<file path="config.mk">
export PLATFORM = sky130hd
export DESIGN_NAME = xcorr_lag_finder
export DESIGN_NICKNAME = d
export VERILOG_FILES = /design/src/rtl/xcorr_lag_finder.sv
export SDC_FILE = /design/constraint.sdc
export NUM_CORES = 2
export LEC_CHECK = 0
export CORE_MARGIN = 2
export CORE_UTILIZATION = 27
export CTS_CLUSTER_DIAMETER = 60
export DETAILED_ROUTE_END_ITERATION = 6
export REMOVE_ABC_BUFFERS = 1
export SETUP_SLACK_MARGIN = 0.02
export SYNTH_ARGS = -nofsm -noshare
export SYNTH_HDL_FRONTEND = slang
export SYNTH_SLANG_ARGS = --single-unit
</file>
<file path="constraint.sdc">
create_clock -name clk_60MHz -period 11.8 [get_ports clk_60MHz]
set_clock_uncertainty 0.15 [all_clocks]
set_input_delay 1.18 -clock clk_60MHz [delete_from_list [all_inputs] [get_ports clk_60MHz]]
set_output_delay 1.18 -clock clk_60MHz [all_outputs]
set_load 0.01 [all_outputs]
</file>
<file path="src/rtl/xcorr_lag_finder.sv">
// xcorr_lag_finder
//   Estimates the inter-microphone delay (in samples) between two PCM streams.
//   A window of WIN_N samples per microphone is captured, then the time-domain
//   cross-correlation is evaluated for lags -MAX_LAG..+MAX_LAG with a single
//   multiply-accumulate per clock. The lag with the largest correlation is
//   reported with a one-cycle strobe, ready to drive the angle stage directly.
//
// Optional build macro:
//   XCORR_PEAK_GATE_EN - when defined, lag_valid is suppressed for windows whose
//                        best correlation is negative or not above PEAK_THRESH.
//                        lag_diff/peak_corr still update.
//
// Ports:
//   clk_60MHz     in   system clock
//   reset         in   asynchronous, active-high reset
//   enable        in   run enable (level); ignored once COMPUTE is entered
//   sample_valid  in   one-cycle strobe qualifying mic_a/mic_b
//   mic_a, mic_b  in   signed DATA_W samples
//   lag_diff      out  signed 6-bit best lag, positive = B lags A
//   lag_valid     out  one-cycle pulse, lag_diff/peak_corr updated this cycle
//   peak_corr     out  signed ACC_W correlation at the best lag
//   busy          out  high in CAPTURE or COMPUTE
//   overrun       out  one-cycle pulse when a sample is dropped during COMPUTE
module xcorr_lag_finder #(
  parameter int DATA_W      = 16,
  parameter int WIN_N       = 64,
  parameter int MAX_LAG     = 16,
  parameter int PEAK_THRESH = 0,
  localparam int ACC_W      = 2*DATA_W + $clog2(WIN_N)
) (
  input  logic                     clk_60MHz,
  input  logic                     reset,
  input  logic                     enable,
  input  logic                     sample_valid,
  input  logic signed [DATA_W-1:0] mic_a,
  input  logic signed [DATA_W-1:0] mic_b,
  output logic signed [5:0]        lag_diff,
  output logic                     lag_valid,
  output logic signed [ACC_W-1:0]  peak_corr,
  output logic                     busy,
  output logic                     overrun
);

  localparam int PTR_W  = $clog2(WIN_N);
  localparam int CNT_W  = PTR_W + 1;
  localparam int LAG_W  = 6;
  localparam int M      = WIN_N - 2*MAX_LAG;
  localparam int PROD_W = 2*DATA_W;
  localparam logic [ACC_W-1:0] THRESH = ACC_W'(PEAK_THRESH);

`ifdef XCORR_PEAK_GATE_EN
  localparam bit GATE_EN = 1'b1;
`else
  localparam bit GATE_EN = 1'b0;
`endif

  typedef enum logic [1:0] {IDLE, CAPTURE, COMPUTE, REPORT} state_t;

  state_t state, state_nxt;

  logic signed [DATA_W-1:0] buf_a [WIN_N];
  logic signed [DATA_W-1:0] buf_b [WIN_N];

  logic [PTR_W-1:0] wr_ptr;
  logic [CNT_W-1:0] n_cnt;    // position within the current lag, 0..M+1
  logic [LAG_W-1:0] lag_idx;  // current lag + MAX_LAG

  logic cap_wr, last_wr, issue_p0, lag_end, last_lag, ovr_hit, in_report;

  logic [PTR_W-1:0]         addr_a_p0, addr_b_p0;
  logic signed [DATA_W-1:0] rd_a_p1, rd_b_p1;
  logic                     vld_p1, vld_p2;
  logic signed [PROD_W-1:0] prod_p2;
  logic signed [ACC_W-1:0]  prod_ext_p2;
  logic signed [ACC_W-1:0]  acc, acc_sum;
  logic signed [ACC_W-1:0]  best_val;
  logic signed [LAG_W-1:0]  best_lag, cur_lag;
  logic                     peak_ok;

  // FSM: state register
  always_ff @(posedge clk_60MHz or posedge reset) begin
    if (reset) state <= IDLE;
    else       state <= state_nxt;
  end

  // FSM: next-state logic
  always_comb begin
    state_nxt = state;
    case (state)
      IDLE:    if (enable) state_nxt = CAPTURE;
      CAPTURE: begin
        if (!enable)     state_nxt = IDLE;
        else if (last_wr) state_nxt = COMPUTE;
      end
      COMPUTE: if (last_lag) state_nxt = REPORT;
      REPORT:  state_nxt = enable ? CAPTURE : IDLE;
      default: state_nxt = IDLE;
    endcase
  end

  // FSM: output / control decode
  always_comb begin
    busy      = 1'b0;
    cap_wr    = 1'b0;
    issue_p0  = 1'b0;
    lag_end   = 1'b0;
    ovr_hit   = 1'b0;
    in_report = 1'b0;
    case (state)
      CAPTURE: begin
        busy   = 1'b1;
        // A sample arriving in the same cycle enable falls is discarded.
        cap_wr = sample_valid && enable;
      end
      COMPUTE: begin
        busy     = 1'b1;
        issue_p0 = (n_cnt < CNT_W'(M));
        // Two trailing cycles per lag let the read and multiply stages drain.
        lag_end  = (n_cnt == CNT_W'(M + 1));
        ovr_hit  = sample_valid;
      end
      REPORT:  in_report = 1'b1;
      default: ;
    endcase
    last_wr  = cap_wr && (wr_ptr == PTR_W'(WIN_N - 1));
    last_lag = lag_end && (lag_idx == LAG_W'(2*MAX_LAG));
  end

  always_ff @(posedge clk_60MHz or posedge reset) begin
    if (reset)                wr_ptr <= '0;
    else if (state != CAPTURE) wr_ptr <= '0;
    else if (cap_wr)          wr_ptr <= wr_ptr + 1'b1;
  end

  always_ff @(posedge clk_60MHz) begin
    if (cap_wr) begin
      buf_a[wr_ptr] <= mic_a;
      buf_b[wr_ptr] <= mic_b;
    end
  end

  always_ff @(posedge clk_60MHz or posedge reset) begin
    if (reset) begin
      n_cnt   <= '0;
      lag_idx <= '0;
    end else if (state != COMPUTE) begin
      n_cnt   <= '0;
      lag_idx <= '0;
    end else if (lag_end) begin
      n_cnt   <= '0;
      lag_idx <= lag_idx + 1'b1;
    end else begin
      n_cnt   <= n_cnt + 1'b1;
    end
  end

  // Stage p0: address generation. buf_a is read at n+MAX_LAG and buf_b at
  // n+MAX_LAG+L = n+lag_idx, so neither index leaves the window.
  assign addr_a_p0 = n_cnt[PTR_W-1:0] + PTR_W'(MAX_LAG);
  assign addr_b_p0 = n_cnt[PTR_W-1:0] + PTR_W'(lag_idx);

  // Stage p0 -> p1: registered buffer read
  always_ff @(posedge clk_60MHz) begin
    rd_a_p1 <= buf_a[addr_a_p0];
    rd_b_p1 <= buf_b[addr_b_p0];
  end

  // Stage p1 -> p2: registered multiply
  always_ff @(posedge clk_60MHz) begin
    prod_p2 <= rd_a_p1 * rd_b_p1;
  end

  always_ff @(posedge clk_60MHz or posedge reset) begin
    if (reset) begin
      vld_p1 <= 1'b0;
      vld_p2 <= 1'b0;
    end else begin
      vld_p1 <= issue_p0;
      vld_p2 <= vld_p1;
    end
  end

  // Stage p2: accumulate, and at the end of each lag compare against the best
  assign prod_ext_p2 = {{(ACC_W-PROD_W){prod_p2[PROD_W-1]}}, prod_p2};
  assign acc_sum     = acc + (vld_p2 ? prod_ext_p2 : '0);
  assign cur_lag     = $signed(lag_idx - LAG_W'(MAX_LAG));

  always_ff @(posedge clk_60MHz or posedge reset) begin
    if (reset) begin
      acc      <= '0;
      best_val <= '0;
      best_lag <= '0;
    end else if (lag_end) begin
      acc <= '0;
      // Strictly-greater replacement keeps the most negative lag on ties.
      if (lag_idx == '0 || acc_sum > best_val) begin
        best_val <= acc_sum;
        best_lag <= cur_lag;
      end
    end else if (state == COMPUTE && vld_p2) begin
      acc <= acc_sum;
    end
  end

  // A negative peak never passes the gate regardless of the threshold.
  assign peak_ok = !best_val[ACC_W-1] && ($unsigned(best_val) > THRESH);

  always_ff @(posedge clk_60MHz or posedge reset) begin
    if (reset) begin
      lag_diff  <= '0;
      peak_corr <= '0;
      lag_valid <= 1'b0;
      overrun   <= 1'b0;
    end else begin
      lag_valid <= in_report && (!GATE_EN || peak_ok);
      overrun   <= ovr_hit;
      if (in_report) begin
        lag_diff  <= best_lag;
        peak_corr <= best_val;
      end
    end
  end

endmodule

</file>
==> summary.txt <==
Synth Area in Compound Gates: 2.290%
CP startpoint kind: register
# Post-CTS Setup Buffers: 0
WP data arrival: 7.46 ns
Slew @ Worst Pin: 1.251 ns
Unique masters post-synth: 80
Placed insts: 9802
CTS resizes: 0
DRT iter0 DRCs: 5172
Post-cts hold buffer count: 0
Drt via density: 4.734
Clock Tree Root: clkbuf_16
Post-Synthesis Cells: 5043
Vias: 48440
Total global routing track utilization: 13.50%
Synth Warn #: 0
Final wirelength: 250.9 mm
Critical path class: register to register
# DRC: 0
Worst Path Max Fanout: 16
Top-area cell type share of the netlist area: 62.70%
RSZ-0062 raised after global routing: false
Hold WC Path Type: register to register
# nets final: 5718
Ranking of synthesized cells by area: edfxtp_1 63%, mux4_2 15%, fa_1 5.4%
Final Hold Viols: 0
Worst-path clk slew: 0.07 ns
Setup violators final: 0
Avg WL per Cell: 24.52 um
First-pass GRT wire length: 363.0 mm
Top-count cell post-synth: edfxtp_1
Reg2Reg Depth: 22
CP endpoint kind: register
Max H-tree Level: 4
Area grow syn2layout: 14.86%
# fillers: 34610
Synth Area in Adders: 7.633%
Crit share post-route: 58.98%
Synth Area in XOR/XNOR: 0.7309%
Cell taking the most area after synthesis: edfxtp_1
EDFF count, synth: 2048
Yosys reg bits: 2263
Largest net degree at the start of global routing: 117
Layout cells sized above 1: 23.84%
Sequential fraction of the synthesis area: 67.86%
Synth Area in Simple Gates: 3.068%
Max Slew Vio Count: 0
Fmax: 143.7 MHz
Mux contribution to synthesized area: 16.07%
Max_cap viols: 0
CTS tree: done
Vias in the first global route: 50030
Port buffer count: 82
Routed Antenna Nets: 0
CP Data Required Time: 12.30 ns
Sink Count: 2263
Remaining Overflow, GRT: 0
Netlist Area Pre-Place: 0.09809 mm^2
Initial antenna violation count: 18
Min Tclk post-route: 6.959 ns
Ports: 83
Final HPWL DP: 141.1 mm
Initial Util: 27.10%
DRT Pass-1 Iters: 6
Die width: 606.7 um
Height of the die: 606.7 um
FP Rows: 221
Status: completed
Core Region: 0.3620 mm^2
R2R Setup Slk: 4.84 ns
Hold Path Depth: 2
CTS Buffer Depth: 4
Ys flop type: edfxtp_1
CTS Buf Count: 232
Finished Layout Cells: 10230
Worst skew pair latency: 0.92 ns
Most frequent cells after synthesis: 2048 x edfxtp_1, 656 x mux4_2, 368 x inv_1
Die area: 0.3681 mm^2
Largest family of logic cells by synthesized area: multiplexers
Relative slew slack: 16.57%
RD Place Congestion: 0.8155
Mean cell area of the mapped netlist: 19.45 um^2
Post-synthesis async set-or-reset flop share: 6.673%
==> final cells by class <==
class	instances	area (um^2)	area share (%)
diodes	7	17.52	0.01555
clock buffers	278	6060	5.379
clock inverters	146	1393	1.236
inverters	368	1386	1.231
multi-input cells	2192	29760	26.42
flip-flops and latches	2263	66570	59.09
well taps	4794	5998	5.324
repair buffers	185	1471	1.306
==> registers in the layout, summed over array words and instances, names as in the netlist, named ones only <==
name / cells
vld_p2: 1
lag_diff: 6
lag_idx: 6
acc: 38
n_cnt: 7
lag_valid: 1
buf_a: 1024
best_val: 38
peak_corr: 38
prod_p2: 32
best_lag: 6
rd_b_p1: 16
state: 1
buf_b: 1024
vld_p1: 1
overrun: 1
rd_a_p1: 16
wr_ptr: 6
==> path summary, 6_finish.rpt <==
| path | startpoint | endpoint |
|---|---|---|
| max | rd_b_p1[1]$_DFF_P_ | prod_p2[31]$_DFF_P_ |
| min | best_lag[1]$_DFFE_PP0P_ | best_lag[1]$_DFFE_PP0P_ |
| max reg2reg | rd_b_p1[1]$_DFF_P_ | prod_p2[31]$_DFF_P_ |
| min reg2reg | best_lag[1]$_DFFE_PP0P_ | best_lag[1]$_DFFE_PP0P_ |
| max in group asynchronous | reset | best_val[35]$_DFFE_PP0P_ |
| min in group asynchronous | reset | wr_ptr[2]$_DFFE_PP0P_ |
==> layer usage <==
metal | global-route usage (%) | part of all wire [%] | routed length [um] | up-vias
met1 | 18.62 | 43 | 107900 | 26250
met5 | 0 | 0.015 | 38 | -
met3 | 2.058 | 6.2 | 15610 | 337
met2 | 22.51 | 49 | 122400 | 1660
met4 | 2.837 | 2.0 | 4953 | 6
li1 | - | - | - | 20180
==> cells in the final DEF, fill, tap and decap left out, types with 45 or more instances in the layout <==
cell,n
a21o_1,45
a21oi_1,85
and2_1,167
buf_4,100
clkbuf_16,233
clkdlybuf4s50_1,50
clkinv_1,47
clkinv_2,48
dfrtp_1,147
dfxtp_1,64
edfxtp_1,2048
fa_1,263
ha_1,174
inv_1,367
mux2_2,71
mux4_2,656
nand2_1,179
nor2_1,61
nor2_4,61
xnor2_1,63
==> critical path: stages, from the launching register on <==
cell       delay [ns]
dfxtp_1          0.76
nand2_1          0.20
inv_1            0.16
fa_1             0.42
inv_1            0.09
fa_1             0.42
fa_1             0.52
inv_1            0.06
fa_1             0.49
fa_1             0.50
inv_1            0.06
fa_1             0.49
inv_1            0.05
ha_1             0.35
a21o_1           0.19
a21o_1           0.18
a221o_1          0.36
a41o_1           0.26
o2111ai_2        0.25
a31oi_1          0.22
a221o_1          0.37
a21oi_2          0.15
xnor2_1          0.07
==> cells by family after synthesis <==
| group | Yosys count |
|---|---|
| DFF | 2263 |
| muxes | 746 |
| and+or+nand+nor | 605 |
| buffers and inverters | 588 |
| adders and majority gates | 440 |
| AOI/OAI and AO/OA | 320 |
| xor gates and xnor gates | 81 |
==> per-stage QoR <==
stage               setup TNS [ns]  hold slack (ns)  instance area, um^2  util, %  setup WS [ns]
floorplan                  -185.65           0.1812                97170        -         -9.223
global placement                 0           0.3197               105200    29.06          4.970
detailed placement               0           0.3107               105200    29.06          4.933
CTS                              0           0.3367               112600    31.12          4.837
global route                     0           0.3578               112600    31.12          4.542
finish                           0           0.3314               112700    31.13          4.841
Power is left out: the tool's default activity adds up to more than one toggle a clock period on the data nets, which glitch-free logic cannot reach.
